===== config.mk =====
export PLATFORM = sky130hd
export DESIGN_NAME = sram_port_arbiter_flat
export DESIGN_NICKNAME = d
export VERILOG_FILES = /design/src/rtl/sram_port_arbiter_if.sv /design/src/rtl/sram_port_arbiter.sv /design/src/flat_wrapper.sv
export SDC_FILE = /design/constraint.sdc
export NUM_CORES = 1
export LEC_CHECK = 0
export CORE_MARGIN = 2
export CORE_UTILIZATION = 40
export CTS_BUF_LIST = sky130_fd_sc_hd__clkbuf_4 sky130_fd_sc_hd__clkbuf_8
export DETAILED_ROUTE_END_ITERATION = 8
export HOLD_SLACK_MARGIN = 0.03
export PLACE_DENSITY = 0.89
export RECOVER_POWER = 50
export SYNTH_ARGS = -nofsm -noshare
export SYNTH_HDL_FRONTEND = slang
export SYNTH_SLANG_ARGS = --single-unit

===== constraint.sdc =====
create_clock -name CLK -period 1.8 [get_ports CLK]
set_clock_uncertainty 0.05 [all_clocks]
set_input_delay 0.36 -clock CLK [delete_from_list [all_inputs] [get_ports CLK]]
set_output_delay 0.36 -clock CLK [all_outputs]
set_load 0.01 [all_outputs]

===== src/rtl/sram_port_arbiter_if.sv =====
// rtl/sram_port_arbiter_if.sv - I-port, D-port and SRAM controller signals of sram_port_arbiter
interface sram_port_arbiter_if;
  logic        i_rd_en;
  logic [31:0] i_addr;
  logic [31:0] i_rdata;
  logic        i_ready;
  logic        d_rd_en;
  logic        d_wr_en;
  logic [31:0] d_addr;
  logic [31:0] d_wdata;
  logic [31:0] d_rdata;
  logic        d_ready;
  logic        ctrl_rd_en;
  logic        ctrl_wr_en;
  logic [31:0] ctrl_addr;
  logic [31:0] ctrl_wdata;
  logic [31:0] ctrl_rdata;
  logic        ctrl_ready;

  modport slave (
    input  i_rd_en, i_addr, d_rd_en, d_wr_en, d_addr, d_wdata, ctrl_rdata, ctrl_ready,
    output i_rdata, i_ready, d_rdata, d_ready, ctrl_rd_en, ctrl_wr_en, ctrl_addr, ctrl_wdata
  );

  modport master (
    output i_rd_en, i_addr, d_rd_en, d_wr_en, d_addr, d_wdata, ctrl_rdata, ctrl_ready,
    input  i_rdata, i_ready, d_rdata, d_ready, ctrl_rd_en, ctrl_wr_en, ctrl_addr, ctrl_wdata
  );
endinterface


===== src/rtl/sram_port_arbiter.sv =====
// rtl/sram_port_arbiter.sv - shares one SRAM controller between I-fetch and D-port
// ARB_ROUND_ROBIN_EN selects round-robin; default is fixed D priority with a MAX_WAIT starvation limit.
module sram_port_arbiter #(
  parameter int MAX_WAIT = 4,
  parameter int CNT_W    = 3
) (
  input logic               CLK,
  input logic               RST,
  sram_port_arbiter_if.slave bus
);

  typedef enum logic [1:0] {IDLE, GNT_I, GNT_D, DONE} state_t;

  state_t state;
  state_t state_nxt;
  logic   op_wr;
  logic   d_req;
  logic   grant_d;
  logic   grant_i;

  assign d_req = bus.d_rd_en | bus.d_wr_en;

`ifdef ARB_ROUND_ROBIN_EN
  logic last_i;

  // Ties go to whichever port was not served last.
  assign grant_d = d_req & (~bus.i_rd_en | last_i);

  always_ff @(posedge CLK) begin
    if (RST) begin
      last_i <= 1'b1;
    end else if (state == IDLE) begin
      if (grant_d) begin
        last_i <= 1'b0;
      end else if (grant_i) begin
        last_i <= 1'b1;
      end
    end
  end
`else
  logic [CNT_W-1:0] wait_cnt;
  logic             starved;

  assign starved = bus.i_rd_en & (wait_cnt == CNT_W'(MAX_WAIT));
  assign grant_d = d_req & ~starved;

  // Counts D grants made while fetch is waiting; anything else resets it.
  always_ff @(posedge CLK) begin
    if (RST) begin
      wait_cnt <= '0;
    end else if (state == IDLE) begin
      if (grant_d & bus.i_rd_en) begin
        wait_cnt <= wait_cnt + 1'b1;
      end else begin
        wait_cnt <= '0;
      end
    end
  end
`endif

  assign grant_i = ~grant_d & bus.i_rd_en;

  always_ff @(posedge CLK) begin
    if (RST) begin
      state <= IDLE;
    end else begin
      state <= state_nxt;
    end
  end

  always_comb begin
    state_nxt = state;
    case (state)
      IDLE: begin
        if (grant_d) begin
          state_nxt = GNT_D;
        end else if (grant_i) begin
          state_nxt = GNT_I;
        end
      end
      GNT_I, GNT_D: begin
        if (bus.ctrl_ready) begin
          state_nxt = DONE;
        end
      end
      default: state_nxt = IDLE;
    endcase
  end

  always_comb begin
    bus.ctrl_rd_en = 1'b0;
    bus.ctrl_wr_en = 1'b0;
    bus.i_ready    = ~bus.i_rd_en;
    bus.d_ready    = ~d_req;
    case (state)
      GNT_I: begin
        bus.ctrl_rd_en = ~op_wr;
        bus.ctrl_wr_en = op_wr;
        if (bus.ctrl_ready) begin
          bus.i_ready = 1'b1;
        end
      end
      GNT_D: begin
        bus.ctrl_rd_en = ~op_wr;
        bus.ctrl_wr_en = op_wr;
        if (bus.ctrl_ready) begin
          bus.d_ready = 1'b1;
        end
      end
      DONE: begin
        bus.i_ready = 1'b1;
        bus.d_ready = 1'b1;
      end
      default: ;
    endcase
  end

  // Request fields are captured once at grant so port changes mid-access are ignored.
  always_ff @(posedge CLK) begin
    if (RST) begin
      op_wr          <= 1'b0;
      bus.ctrl_addr  <= '0;
      bus.ctrl_wdata <= '0;
      bus.i_rdata    <= '0;
      bus.d_rdata    <= '0;
    end else begin
      if (state == IDLE) begin
        if (grant_d) begin
          op_wr          <= bus.d_wr_en;
          bus.ctrl_addr  <= bus.d_addr;
          bus.ctrl_wdata <= bus.d_wdata;
        end else if (grant_i) begin
          op_wr         <= 1'b0;
          bus.ctrl_addr <= bus.i_addr;
        end
      end
      if ((state == GNT_I) && bus.ctrl_ready) begin
        bus.i_rdata <= bus.ctrl_rdata;
      end
      if ((state == GNT_D) && bus.ctrl_ready && !op_wr) begin
        bus.d_rdata <= bus.ctrl_rdata;
      end
    end
  end

endmodule


===== src/flat_wrapper.sv =====
// flat-port wrapper written by rule: the top's interface ports become plain ports
module sram_port_arbiter_flat 
#(
  parameter int MAX_WAIT = 4,
  parameter int CNT_W    = 3
)
  (CLK, RST, bus_i_rd_en, bus_i_addr, bus_d_rd_en, bus_d_wr_en, bus_d_addr, bus_d_wdata, bus_ctrl_rdata, bus_ctrl_ready, bus_i_rdata, bus_i_ready, bus_d_rdata, bus_d_ready, bus_ctrl_rd_en, bus_ctrl_wr_en, bus_ctrl_addr, bus_ctrl_wdata);
  sram_port_arbiter_if bus_i ();
  input logic CLK;
  input logic RST;
  input wire logic [$bits(bus_i.i_rd_en)-1:0] bus_i_rd_en;
  input wire logic [$bits(bus_i.i_addr)-1:0] bus_i_addr;
  input wire logic [$bits(bus_i.d_rd_en)-1:0] bus_d_rd_en;
  input wire logic [$bits(bus_i.d_wr_en)-1:0] bus_d_wr_en;
  input wire logic [$bits(bus_i.d_addr)-1:0] bus_d_addr;
  input wire logic [$bits(bus_i.d_wdata)-1:0] bus_d_wdata;
  input wire logic [$bits(bus_i.ctrl_rdata)-1:0] bus_ctrl_rdata;
  input wire logic [$bits(bus_i.ctrl_ready)-1:0] bus_ctrl_ready;
  output wire logic [$bits(bus_i.i_rdata)-1:0] bus_i_rdata;
  output wire logic [$bits(bus_i.i_ready)-1:0] bus_i_ready;
  output wire logic [$bits(bus_i.d_rdata)-1:0] bus_d_rdata;
  output wire logic [$bits(bus_i.d_ready)-1:0] bus_d_ready;
  output wire logic [$bits(bus_i.ctrl_rd_en)-1:0] bus_ctrl_rd_en;
  output wire logic [$bits(bus_i.ctrl_wr_en)-1:0] bus_ctrl_wr_en;
  output wire logic [$bits(bus_i.ctrl_addr)-1:0] bus_ctrl_addr;
  output wire logic [$bits(bus_i.ctrl_wdata)-1:0] bus_ctrl_wdata;
  assign bus_i.i_rd_en = bus_i_rd_en;
  assign bus_i.i_addr = bus_i_addr;
  assign bus_i.d_rd_en = bus_d_rd_en;
  assign bus_i.d_wr_en = bus_d_wr_en;
  assign bus_i.d_addr = bus_d_addr;
  assign bus_i.d_wdata = bus_d_wdata;
  assign bus_i.ctrl_rdata = bus_ctrl_rdata;
  assign bus_i.ctrl_ready = bus_ctrl_ready;
  assign bus_i_rdata = bus_i.i_rdata;
  assign bus_i_ready = bus_i.i_ready;
  assign bus_d_rdata = bus_i.d_rdata;
  assign bus_d_ready = bus_i.d_ready;
  assign bus_ctrl_rd_en = bus_i.ctrl_rd_en;
  assign bus_ctrl_wr_en = bus_i.ctrl_wr_en;
  assign bus_ctrl_addr = bus_i.ctrl_addr;
  assign bus_ctrl_wdata = bus_i.ctrl_wdata;
  sram_port_arbiter #(.MAX_WAIT(MAX_WAIT), .CNT_W(CNT_W)) u_core (.CLK(CLK), .RST(RST), .bus(bus_i));
endmodule

==> results_dict.tcl <==
set metrics [dict create \
    outcome "finished with violations" \
    violations "setup timing" \
    cts-htree-levels 4 \
    n_antenna_cell 0 \
    layout_common_cells "187 x clkdlybuf4s50_1, 135 x nand2_1, 132 x dfxtp_1" \
    period_needed_ps 1850 \
    cts_buffer_depth 2 \
    first_global_vias 5827 \
    finalWeightedCongestion 0.822 \
    post-place-ws_ps -333 \
    cts_tree "yes" \
    leakage_nw 3.18 \
    synth_warnings 0 \
    crit_path_max_fanout 2 \
    clkTransAtPathRegs_ps 80 \
    wirelength_um 18300 \
    num_rows 42 \
    area_growth_pct 61.4 \
    place_area_mm2 0.00851 \
    setup_ws_ps -51.9 \
    netlist_instances 669 \
    grt_pass1_wl_um 28600 \
    num_vias 5894 \
    dieArea_mm2 0.0148 \
    final_area_mm2 0.00892 \
    fin_crit_sh 1.03 \
    rsz0062_at_grt "true" \
    post_drt_wl_per_cell_um 16.4 \
    ys_seq_elements 134 \
    clock_latency_ps 450 \
    finalSetupTns_ps -78.1 \
    power_mw 11.8 \
    top_level_ports 266 \
    hold_violations 0 \
    endpoint_kind "primary output" \
    vias_per_cell 5.27 \
    ys_async_sr_fraction 0 \
    nets 1069 \
    numCtsBuffers 17 \
    antenna_found_initial 0 \
    synthTopCellsByArea "dfxtp_1 49%, nand2_1 9.3%, a21oi_1 9.0%, nand3_1 6.0%, a311oi_2 5.4%" \
    drv_cap 0 \
    portBuffers 265 \
    rrSetupSlack_ps 110 \
    max_clock_freq_mhz 540 \
    startpoint_type "flop" \
    powerDensity_mw_per_mm2 1320 \
    layout.cells.non_filler 1118 \
    final_util 0.669 \
    synth_ff_type "dfxtp_1" \
    start_util 0.414 \
    drive_above_1_share 0.127 \
    crit_required_ps 1390 \
    route.detailed.drc 0 \
    core_area_mm2 0.0133 \
    dr.pass1.iters 4 \
    grt_max_degree 49 \
    gr-total-overflow 0 \
    synth_top_area_frac 0.485 \
    slew_viol_final 0 \
    slew_headroom 0.726 \
    final-setup-viol-count 2 \
    ys_types 38 \
    avgSynthCellArea_um2 8.27 \
    dieHeight_um 122 \
    hold_slack_ps 246 \
    ant_nets 0 \
    netlist_area_mm2 0.00553 \
    crit_type "flop to primary output" \
    syn_nets 809 \
    grt_use_total 0.244 \
    synth-edff-count 0 \
    die_width_um 122 \
    worst_slew_pin_slew_ps 411 \
    hold_class "input port to flop" \
    crit_arrival_ps 1440 \
    ys_seq_area_frac 0.485 \
    peakVddDrop_v 0.000595 \
    hpwl_um 12500 \
    cts-root-buf "clkbuf_8" \
    dp_cells 1083 \
    yosysTopAreaCell "dfxtp_1" \
    clock_sinks 134 \
    drt_iter0_markers 412 \
    layout_commonest_cell "clkdlybuf4s50_1" \
]
## critical path: stages, from the launching register on
cell	delay (ps)
dfxtp_4	360
buf_6	130
ha_4	160
a21oi_2	130
nand2_2	90
buf_6	120
## synth_stat cells, types with 2 or more instances
library cell  instances
nand2_1             137
dfxtp_1             134
a21oi_1             100
nand3_1              66
o21ai_0              53
clkbuf_1             35
nor2_1               34
a311oi_2             20
buf_2                18
a311oi_1             12
o21ai_1              12
ha_1                  6
buf_4                 5
buf_6                 5
inv_1                 5
clkbuf_8              3
nand3b_1              2
nor2b_1               2
## worst paths after layout
path | startpoint | cells past startpoint | end
setup reg to reg | u_core.state[1] | 9 | u_core.bus.i_rdata[3]
hold / removal | RST | 2 | u_core.bus.d_rdata[19]
hold reg to reg | u_core.bus.d_rdata[19] | 2 | u_core.bus.d_rdata[19]
setup / recovery | u_core.state[1] | 5 | bus_d_ready
## cell type report
cell class | count | area [µm²]
Timing Repair Buffer | 307 | 2970
Multi-Input combinational cell | 464 | 2550
Tap cell | 176 | 220
Clock buffer | 20 | 263
Inverter | 5 | 23.8
Fill cell | 1097 | 4420
Clock inverter | 12 | 200
Sequential cell | 134 | 2690
## registers in the layout, summed over array words and instances (netlist names)
register and flops:
u_core.bus.ctrl_addr 32, u_core.bus.ctrl_wdata 32, u_core.bus.d_rdata 32, u_core.bus.i_rdata 32, u_core.wait_cnt 3, u_core.op_wr 1, u_core.state 2
## layer usage
metal | GRT usage | routed length, µm | vias to the layer above
met1 | 0.272 | 7210 | 2759
met5 | 0 | 0 | -
met2 | 0.414 | 9100 | 232
met4 | 0.124 | 734 | 0
met3 | 0.0829 | 1290 | 58
li1 | - | - | 2845
## power breakdown
group / switching, mW / internal (mW) / total (mW)
Combinational: 2.43 / 2.44 / 4.87
Clock: 1.22 / 1.72 / 2.93
Sequential: 0.357 / 3.65 / 4.01
## logic make-up after synthesis
kind of cell             count (synthesis)  share of synthesized area
AO/OA/AOI/OAI                          206                      0.237
AND/OR/NAND/NOR                        252                      0.196
flip-flops                             134                      0.485
adder cells (fa/ha/maj)                  6                     0.0136
buffers and inverters                   71                     0.0679
## repair_timing
action                                  in CTS  in global routing
endpoints found under the setup margin       6                109
gates resized for setup                     42                 76
hold buffers                                 0                  0
pin swaps                                    3                  2
buffers inserted                             4                  0
No activity file was read; power rests on OpenSTA's default activity.
